### config.mk
export PLATFORM = sky130hd
export DESIGN_NAME = exp7_detector_jogada
export DESIGN_NICKNAME = d
export VERILOG_FILES = /design/src/rtl/exp7_pkg_detector.sv /design/src/rtl/exp7_contador_debounce.sv /design/src/rtl/exp7_detector_jogada.sv
export SDC_FILE = /design/constraint.sdc
export NUM_CORES = 1
export LEC_CHECK = 0
export CORE_UTILIZATION = 50
export DETAILED_ROUTE_END_ITERATION = 16
export PLACE_DENSITY = 0.78
export SYNTH_ARGS = -nofsm -noshare
export SYNTH_HDL_FRONTEND = slang
export SYNTH_SLANG_ARGS = --single-unit
### constraint.sdc
create_clock -name clock -period 4.4 [get_ports clock]
set_input_delay 1.32 -clock clock [delete_from_list [all_inputs] [get_ports clock]]
set_output_delay 1.32 -clock clock [all_outputs]
set_load 0.03 [all_outputs]
### src/rtl/exp7_pkg_detector.sv
// Shared definitions for the jogada detector: FSM state encoding, default
// debounce length and the one-hot test used to validate a debounced press.
package exp7_pkg_detector;

    localparam int DEBOUNCE_CYCLES_PADRAO = 50000;

    typedef enum logic [2:0] {
        INICIAL        = 3'd0,
        ESPERA_PRESS   = 3'd1,
        DEBOUNCE_PRESS = 3'd2,
        EMITE          = 3'd3,
        ESPERA_SOLTA   = 3'd4,
        DEBOUNCE_SOLTA = 3'd5
    } estado_t;

    // True when exactly one bit is set; callers zero-extend narrower buses.
    function automatic logic eh_one_hot(input logic [31:0] vec);
        return (vec != 32'd0) && ((vec & (vec - 32'd1)) == 32'd0);
    endfunction

endpackage

### src/rtl/exp7_contador_debounce.sv
// Debounce counter: clear has priority over count; fim flags the last
// count of a stable window so the FSM can leave the debounce state.
module exp7_contador_debounce #(
    parameter int DEBOUNCE_CYCLES = 50000,
    parameter int CNT_W           = 16
) (
    input  logic clock,
    input  logic reset,
    input  logic zera,
    input  logic conta,
    output logic fim
);

    logic [CNT_W-1:0] valor_reg;

    always_ff @(posedge clock) begin
        if (reset || zera) begin
            valor_reg <= '0;
        end else if (conta) begin
            valor_reg <= valor_reg + CNT_W'(1);
        end
    end

    assign fim = (valor_reg == CNT_W'(DEBOUNCE_CYCLES - 1));

endmodule

### src/rtl/exp7_detector_jogada.sv
// Button front end for the memory game: synchronizes and debounces botoes
// and reports one accepted press per push to the control unit.
module exp7_detector_jogada
    import exp7_pkg_detector::*;
#(
    parameter int N_BOTOES        = 4,
    parameter int DEBOUNCE_CYCLES = DEBOUNCE_CYCLES_PADRAO,
    parameter int CNT_W           = 16
) (
    input  logic                clock,
    input  logic                reset,
    input  logic [N_BOTOES-1:0] botoes,
    input  logic                habilita,
    output logic                jogada_feita,
    output logic [N_BOTOES-1:0] jogada,
    output logic                jogada_invalida,
    output logic                ocupado,
    output logic [2:0]          db_estado
);

    logic [N_BOTOES-1:0] meta_reg;
    logic [N_BOTOES-1:0] sinc_reg;
    logic [N_BOTOES-1:0] amostra_reg;
    logic [N_BOTOES-1:0] amostra_next;
    logic [N_BOTOES-1:0] jogada_reg;
    logic [N_BOTOES-1:0] jogada_next;
    estado_t             estado_reg;
    estado_t             estado_next;
    logic                zera;
    logic                conta;
    logic                fim;
    logic                amostra_valida;

    always_ff @(posedge clock) begin
        if (reset) begin
            meta_reg <= '0;
            sinc_reg <= '0;
        end else begin
            meta_reg <= botoes;
            sinc_reg <= meta_reg;
        end
    end

    exp7_contador_debounce #(
        .DEBOUNCE_CYCLES(DEBOUNCE_CYCLES),
        .CNT_W          (CNT_W)
    ) u_contador (
        .clock(clock),
        .reset(reset),
        .zera (zera),
        .conta(conta),
        .fim  (fim)
    );

    always_ff @(posedge clock) begin
        if (reset) begin
            estado_reg  <= INICIAL;
            amostra_reg <= '0;
            jogada_reg  <= '0;
        end else begin
            estado_reg  <= estado_next;
            amostra_reg <= amostra_next;
            jogada_reg  <= jogada_next;
        end
    end

    assign amostra_valida = eh_one_hot(32'(amostra_reg));

    always_comb begin
        estado_next  = estado_reg;
        amostra_next = amostra_reg;
        jogada_next  = jogada_reg;
        zera         = 1'b0;
        conta        = 1'b0;
        case (estado_reg)
            // Start by demanding a release so a button held through reset never counts.
            INICIAL: estado_next = ESPERA_SOLTA;
            ESPERA_PRESS: begin
                if (sinc_reg != '0) begin
                    amostra_next = sinc_reg;
                    zera         = 1'b1;
                    estado_next  = DEBOUNCE_PRESS;
                end
            end
            DEBOUNCE_PRESS: begin
                if (sinc_reg == '0) begin
                    estado_next = ESPERA_PRESS;
                end else if (sinc_reg != amostra_reg) begin
                    amostra_next = sinc_reg;
                    zera         = 1'b1;
                end else if (fim) begin
                    estado_next = EMITE;
                end else begin
                    conta = 1'b1;
                end
            end
            EMITE: begin
                if (habilita && amostra_valida) begin
                    jogada_next = amostra_reg;
                end
                estado_next = ESPERA_SOLTA;
            end
            ESPERA_SOLTA: begin
                if (sinc_reg == '0) begin
                    zera        = 1'b1;
                    estado_next = DEBOUNCE_SOLTA;
                end
            end
            DEBOUNCE_SOLTA: begin
                if (sinc_reg != '0) begin
                    estado_next = ESPERA_SOLTA;
                end else if (fim) begin
                    estado_next = ESPERA_PRESS;
                end else begin
                    conta = 1'b1;
                end
            end
            default: estado_next = INICIAL;
        endcase
    end

    assign jogada_feita    = (estado_reg == EMITE) && habilita && amostra_valida;
    assign jogada_invalida = (estado_reg == EMITE) && habilita && !amostra_valida;
    assign ocupado         = (estado_reg == DEBOUNCE_PRESS) || (estado_reg == EMITE) ||
                             (estado_reg == ESPERA_SOLTA)   || (estado_reg == DEBOUNCE_SOLTA);
    assign jogada          = jogada_reg;
    assign db_estado       = estado_reg;

endmodule

# After elaboration in Yosys (flattened, before gate mapping)
# Index checks and enable logic that the tools add are counted.
[op_classes] addsub=2 multipliers=0 n_mux=22 bitwise=1 eq_ne=14 reduce_logical=20 div=0 shifts=0 order_cmp=0
[op_table] op="$and 4x32->32" count=1
[op_table] op="$logic_not 32->1" count=1
[op_table] op="$mux 3" count=7
[op_table] op="$add 16x1->16 const B" count=1
[op_table] op="$eq 16x16->1 const B" count=1
[op_table] op="$pmux 3 s5" count=1
[op_table] op="$mux 4" count=3
[op_table] op="$ne 3x3->1 const B" count=3
[op_table] op="$mux 1" count=8
[op_table] op="$ne 2x2->1 const B" count=4
[op_table] op="$pmux 4 s2" count=1
[op_table] op="$reduce_bool 4->1" count=2
[op_table] op="$eq 3x2->1 const B" count=2
[op_table] op="$eq 3x3->1 const B" count=2
[op_table] op="$logic_and 1x1->1" count=5
[op_table] op="$reduce_and 5->1" count=1
[op_table] op="$sub 4x1->5 const B" count=1
[op_table] op="$logic_not 4->1" count=1
[op_table] op="$logic_or 1x1->1" count=4
[op_table] op="$ne 4x4->1" count=1
[op_table] op="$reduce_and 4->1" count=1
[op_table] op="$eq 3x1->1 const B" count=1
[op_table] op="$logic_not 3->1" count=1
[op_table] op="$pmux 1 s3" count=1
[op_table] op="5 further kinds" count=5
[word_totals] regBits=35 out_inout_bits=10 rom_bits=0 n_memories=0 ramBits=0 word_cells=65 latchBits=0

# Longest topological paths before layout
[depth] depth_word=6 ltp_mapped=7 mapped_depth_nobuf=6

# Modules after synthesis
# Synthesis repeated with hierarchy kept, for this count alone.
[unflattened] cells_unflattened=213 hier_area_um2=1845.5
[modules_own_cells] module="exp7_detector_jogada" area_each_um2=1101.1 cells_per_inst=129 n_inst=1 seq_area_each_um2=380.4
[modules_own_cells] module="exp7_contador_debounce" area_each_um2=744.5 cells_per_inst=84 n_inst=1 seq_area_each_um2=320.3

# Worst setup path after synthesis
# No wires, ideal clock.
[synth_path] kind="input to output" start="in habilita" end="out jogada_feita" arrival_time_ns=2.124 n_path_buf=0 path_slack_ns=0.956 path_stages=2 path_cell_list="nand2_1 -> a21oi_1"
[synth_via] elab_chain_len=2
[synth_lines] item="from (decl)" line_no="exp7_detector_jogada.sv:13" source="input logic habilita,"
[synth_lines] item="$logic_and 1x1->1 (2 in series)" line_no="exp7_detector_jogada.sv:122" source="assign jogada_feita = (estado_reg == EMITE) && habilita && amostra_valida;"
[synth_lines] item="to (decl)" line_no="exp7_detector_jogada.sv:14" source="output logic jogada_feita,"
# No other way between the ends.

# Final worst setup path
# Same ends and word-level chain as after synthesis.

==> impl_metrics.sql <==
INSERT INTO impl_metrics (metric_group, metric, value, unit) VALUES
('status', 'status', 'complete, no violations', ''),
('worst_setup_path', 'worst-path-max-fanout', '2', ''),
('synth', 'synth_most_common_cell', 'sky130_fd_sc_hd__dfxtp_1', ''),
('synth', 'postSynthCellCount', '201', ''),
('grt', 'grt_antenna_before_repair', '0', ''),
('sta', 'fmaxAchievable', '0.249', 'GHz'),
('route', 'detailedRoute.firstPassIterationCount', '4', ''),
('route', 'detailedRoute.firstIterationViolations', '47', ''),
('worst_setup_path', 'critPathCaptureType', 'output pin', ''),
('worst_setup_path', 'data_required_time_of_the_critical_path', '3.08', 'ns'),
('min_path', 'worstHoldPathCells', '1', ''),
('route', 'via_count', '1538', ''),
('floorplanning', 'initial_utilization', '0.523', ''),
('floorplanning', 'dieArea', '3760', 'um2'),
('floorplanning', 'dieWidth', '61.3', 'um'),
('placement', 'dp_hpwl', '2370', 'um'),
('grt', 'grt_first_pass_wirelength', '5520', 'um'),
('synth', 'synth_area_leader_cell', 'sky130_fd_sc_hd__dfxtp_1', ''),
('floorplanning', 'coreArea', '3360', 'um2'),
('finish', 'insertedDiodeCount', '0', ''),
('finish', 'layout.nets', '227', ''),
('synth', 'area_of_the_mapped_netlist', '1760', 'um2'),
('clock_network', 'cts_resized', '0', ''),
('worst_setup_path', 'ff2ff_path_depth', '5', ''),
('power_and_ir_drop', 'p_leak', '0.000714', 'uW'),
('finish', 'largest_register_ff_count', '16', ''),
('min_path', 'min_delay_worst_endpoint', 'sinc_reg[1]$_SDFF_PP0_', ''),
('finish', 'fin_cells', '265', ''),
('worst_setup_path', 'critical_path.max_stage_delay', '0.69', 'ns'),
('synth', 'synthesis.nets', '210', ''),
('synth', 'yosysUniqueCellTypes', '40', ''),
('floorplanning', 'io_pins', '17', ''),
('route', 'routed_wl', '3490', 'um'),
('placement', 'placed_cells', '257', ''),
('clock_network', 'cts.repair_timing.setup_buffer_count', '0', ''),
('min_path', 'min_delay_src', 'meta_reg[1]$_SDFF_PP0_', ''),
('synth', 'synth_top_area_share', '0.398', ''),
('clock_network', 'cts_buffers', '5', ''),
('grt', 'number_of_global_route_vias_before_repair', '1280', ''),
('finish', 'fillers', '325', ''),
('grt', 'total_congestion_overflow', '0', ''),
('worst_setup_path', 'crit_path_start_kind', 'primary input', ''),
('sta', 'tightestPinTransition', '1.12', 'ns'),
('clock_network', 'cts.path.max_buffers', '2', ''),
('finish', 'final_util', '0.613', ''),
('sta', 'setup_violations', '0', ''),
('finish', 'post_synthesis_to_final_layout_area_growth', '17.2', '%'),
('clock_network', 'clock_tree.root_cell', 'sky130_fd_sc_hd__clkbuf_4', ''),
('synth', 'synth_top_cells_by_area', 'sky130_fd_sc_hd__dfxtp_1, sky130_fd_sc_hd__a21oi_1, sky130_fd_sc_hd__mux2i_1, sky130_fd_sc_hd__or4_1, sky130_fd_sc_hd__nor2b_1', ''),
('job', 'max_cap_violations', '0', ''),
('route', 'antenna_violating_nets_post_route', '0', ''),
('worst_setup_path', 'worst_setup_path_startpoint', 'habilita', ''),
('sta', 'finalClockSkew', '0.0107', 'ns'),
('synth', 'synth_area_per_inst', '8.76', 'um2'),
('clock_network', 'insertion_delay', '0.35', 'ns'),
('route', 'post_detailed_route_wirelength_per_cell', '13.2', 'um'),
('route', 'drt_drc_violations_left', '0', ''),
('clock_network', 'postCtsHoldBufs', '0', ''),
('synth', 'synth_seq_area_share', '0.398', ''),
('clock_network', 'htreeDepth', '2', ''),
('placement', 'input_output_buffers', '16', ''),
('sta', 'maxSlewHeadroom', '0.252', ''),
('worst_setup_path', 'timing.critical_path.mode_cell', 'sky130_fd_sc_hd__clkdlybuf4s50_1', ''),
('power_and_ir_drop', 'powerDensity', '407', 'nW/um2'),
('worst_setup_path', 'cp_cell_sequence', 'clkdlybuf4s50_1, nand2_1, a21oi_1, clkdlybuf4s50_1', ''),
('sta', 'report.final.slew_viol_count', '0', ''),
('floorplanning', 'die_height', '61.3', 'um'),
('synth', 'count_of_flip_flops_with_a_built_in_enable_after_synthesis', '0', ''),
('clock_network', 'cts_num_sinks', '35', ''),
('min_path', 'hold_class', 'reg2reg', ''),
('floorplanning', 'rows', '21', '');
==> area by class of cell <==
| class | count | area (um2) | share of cell area |
|---|---|---|---|
| clock buffer | 5 | 37.5 | 0.0182 |
| clock inverter | 3 | 67.6 | 0.0327 |
| inverter | 4 | 15.0 | 0.00728 |
| multi-input combinational | 153 | 1000 | 0.486 |
| sequential | 35 | 701 | 0.340 |
| tap | 46 | 57.6 | 0.0279 |
| timing repair buffer | 19 | 183 | 0.0885 |
==> cells by family after synthesis <==
family | Yosys count | synth area share
xor gates and xnor gates | 5 | 0.0249
buffers and inverters | 13 | 0.0327
AOI/OAI and AO/OA | 47 | 0.165
adders and majority gates | 2 | 0.0142
DFF | 35 | 0.398
muxes | 9 | 0.0519
and+or+nand+nor | 90 | 0.313
==> worst max-delay path, delay by kind of cell <==
family | cells | cell delay, ns
buf+inv | 2 | 1.15
compound gates | 1 | 0.16
simple gates | 1 | 0.06
==> per-layer routing <==
layer / share of wire / track usage
met1: 0.51 / 0.263
met2: 0.43 / 0.314
met5: 0 / 0
met3: 0.035 / 0.0378
met4: 0.022 / 0.114
==> where the power goes <==
part | internal, uW | leakage, uW | switching (uW)
Sequential | 332 | 0.000284 | 29.8
Clock | 177 | 0.0000514 | 114
Combinational | 78.9 | 0.000379 | 109
==> through the flow <==
step / hold WS [ns] / power [uW] / area (um2) / worst slack [ns]
floorplan: 0.414 / 499 / 1760 / 0.956
global placement: 0.418 / 552 / 1960 / 0.418
detailed placement: 0.427 / 554 / 1960 / 0.405
CTS: 0.453 / 844 / 2060 / 0.391
global route: 0.463 / 878 / 2060 / 0.316
finish: 0.448 / 840 / 2060 / 0.389
==> layout by cell type, fill, tap and decap left out, drive strengths merged, types with 4 or more instances in the layout <==
| cell | netlist | routed |
|---|---|---|
| a21oi | 22 | 22 |
| clkbuf | 7 | 5 |
| clkdlybuf4s50 | 0 | 16 |
| dfxtp | 35 | 35 |
| inv | 4 | 4 |
| mux2i | 8 | 8 |
| nand2 | 12 | 12 |
| nand3 | 4 | 4 |
| nor2 | 13 | 13 |
| nor2b | 10 | 10 |
| nor3 | 5 | 5 |
| nor4 | 4 | 4 |
| o211ai | 4 | 4 |
| o21ai | 9 | 9 |
| o31ai | 5 | 5 |
| o41ai | 4 | 4 |
| or3 | 5 | 5 |
| or4 | 9 | 9 |
| or4b | 6 | 6 |
| xnor2 | 4 | 4 |
==> worst max-delay path by stage <==
| stage | slack (ns) | endpoint | cells past startpoint |
|---|---|---|---|
| after floorplan | 0.96 | jogada_feita | 2 |
| after global placement | 0.42 | jogada_feita | 4 |
| after detailed placement | 0.40 | jogada_feita | 4 |
| after CTS | 0.39 | jogada_feita | 4 |
| after global routing | 0.32 | jogada_feita | 4 |
| final | 0.39 | jogada_feita | 4 |
Note: power is estimated with default switching activity, not from simulation.
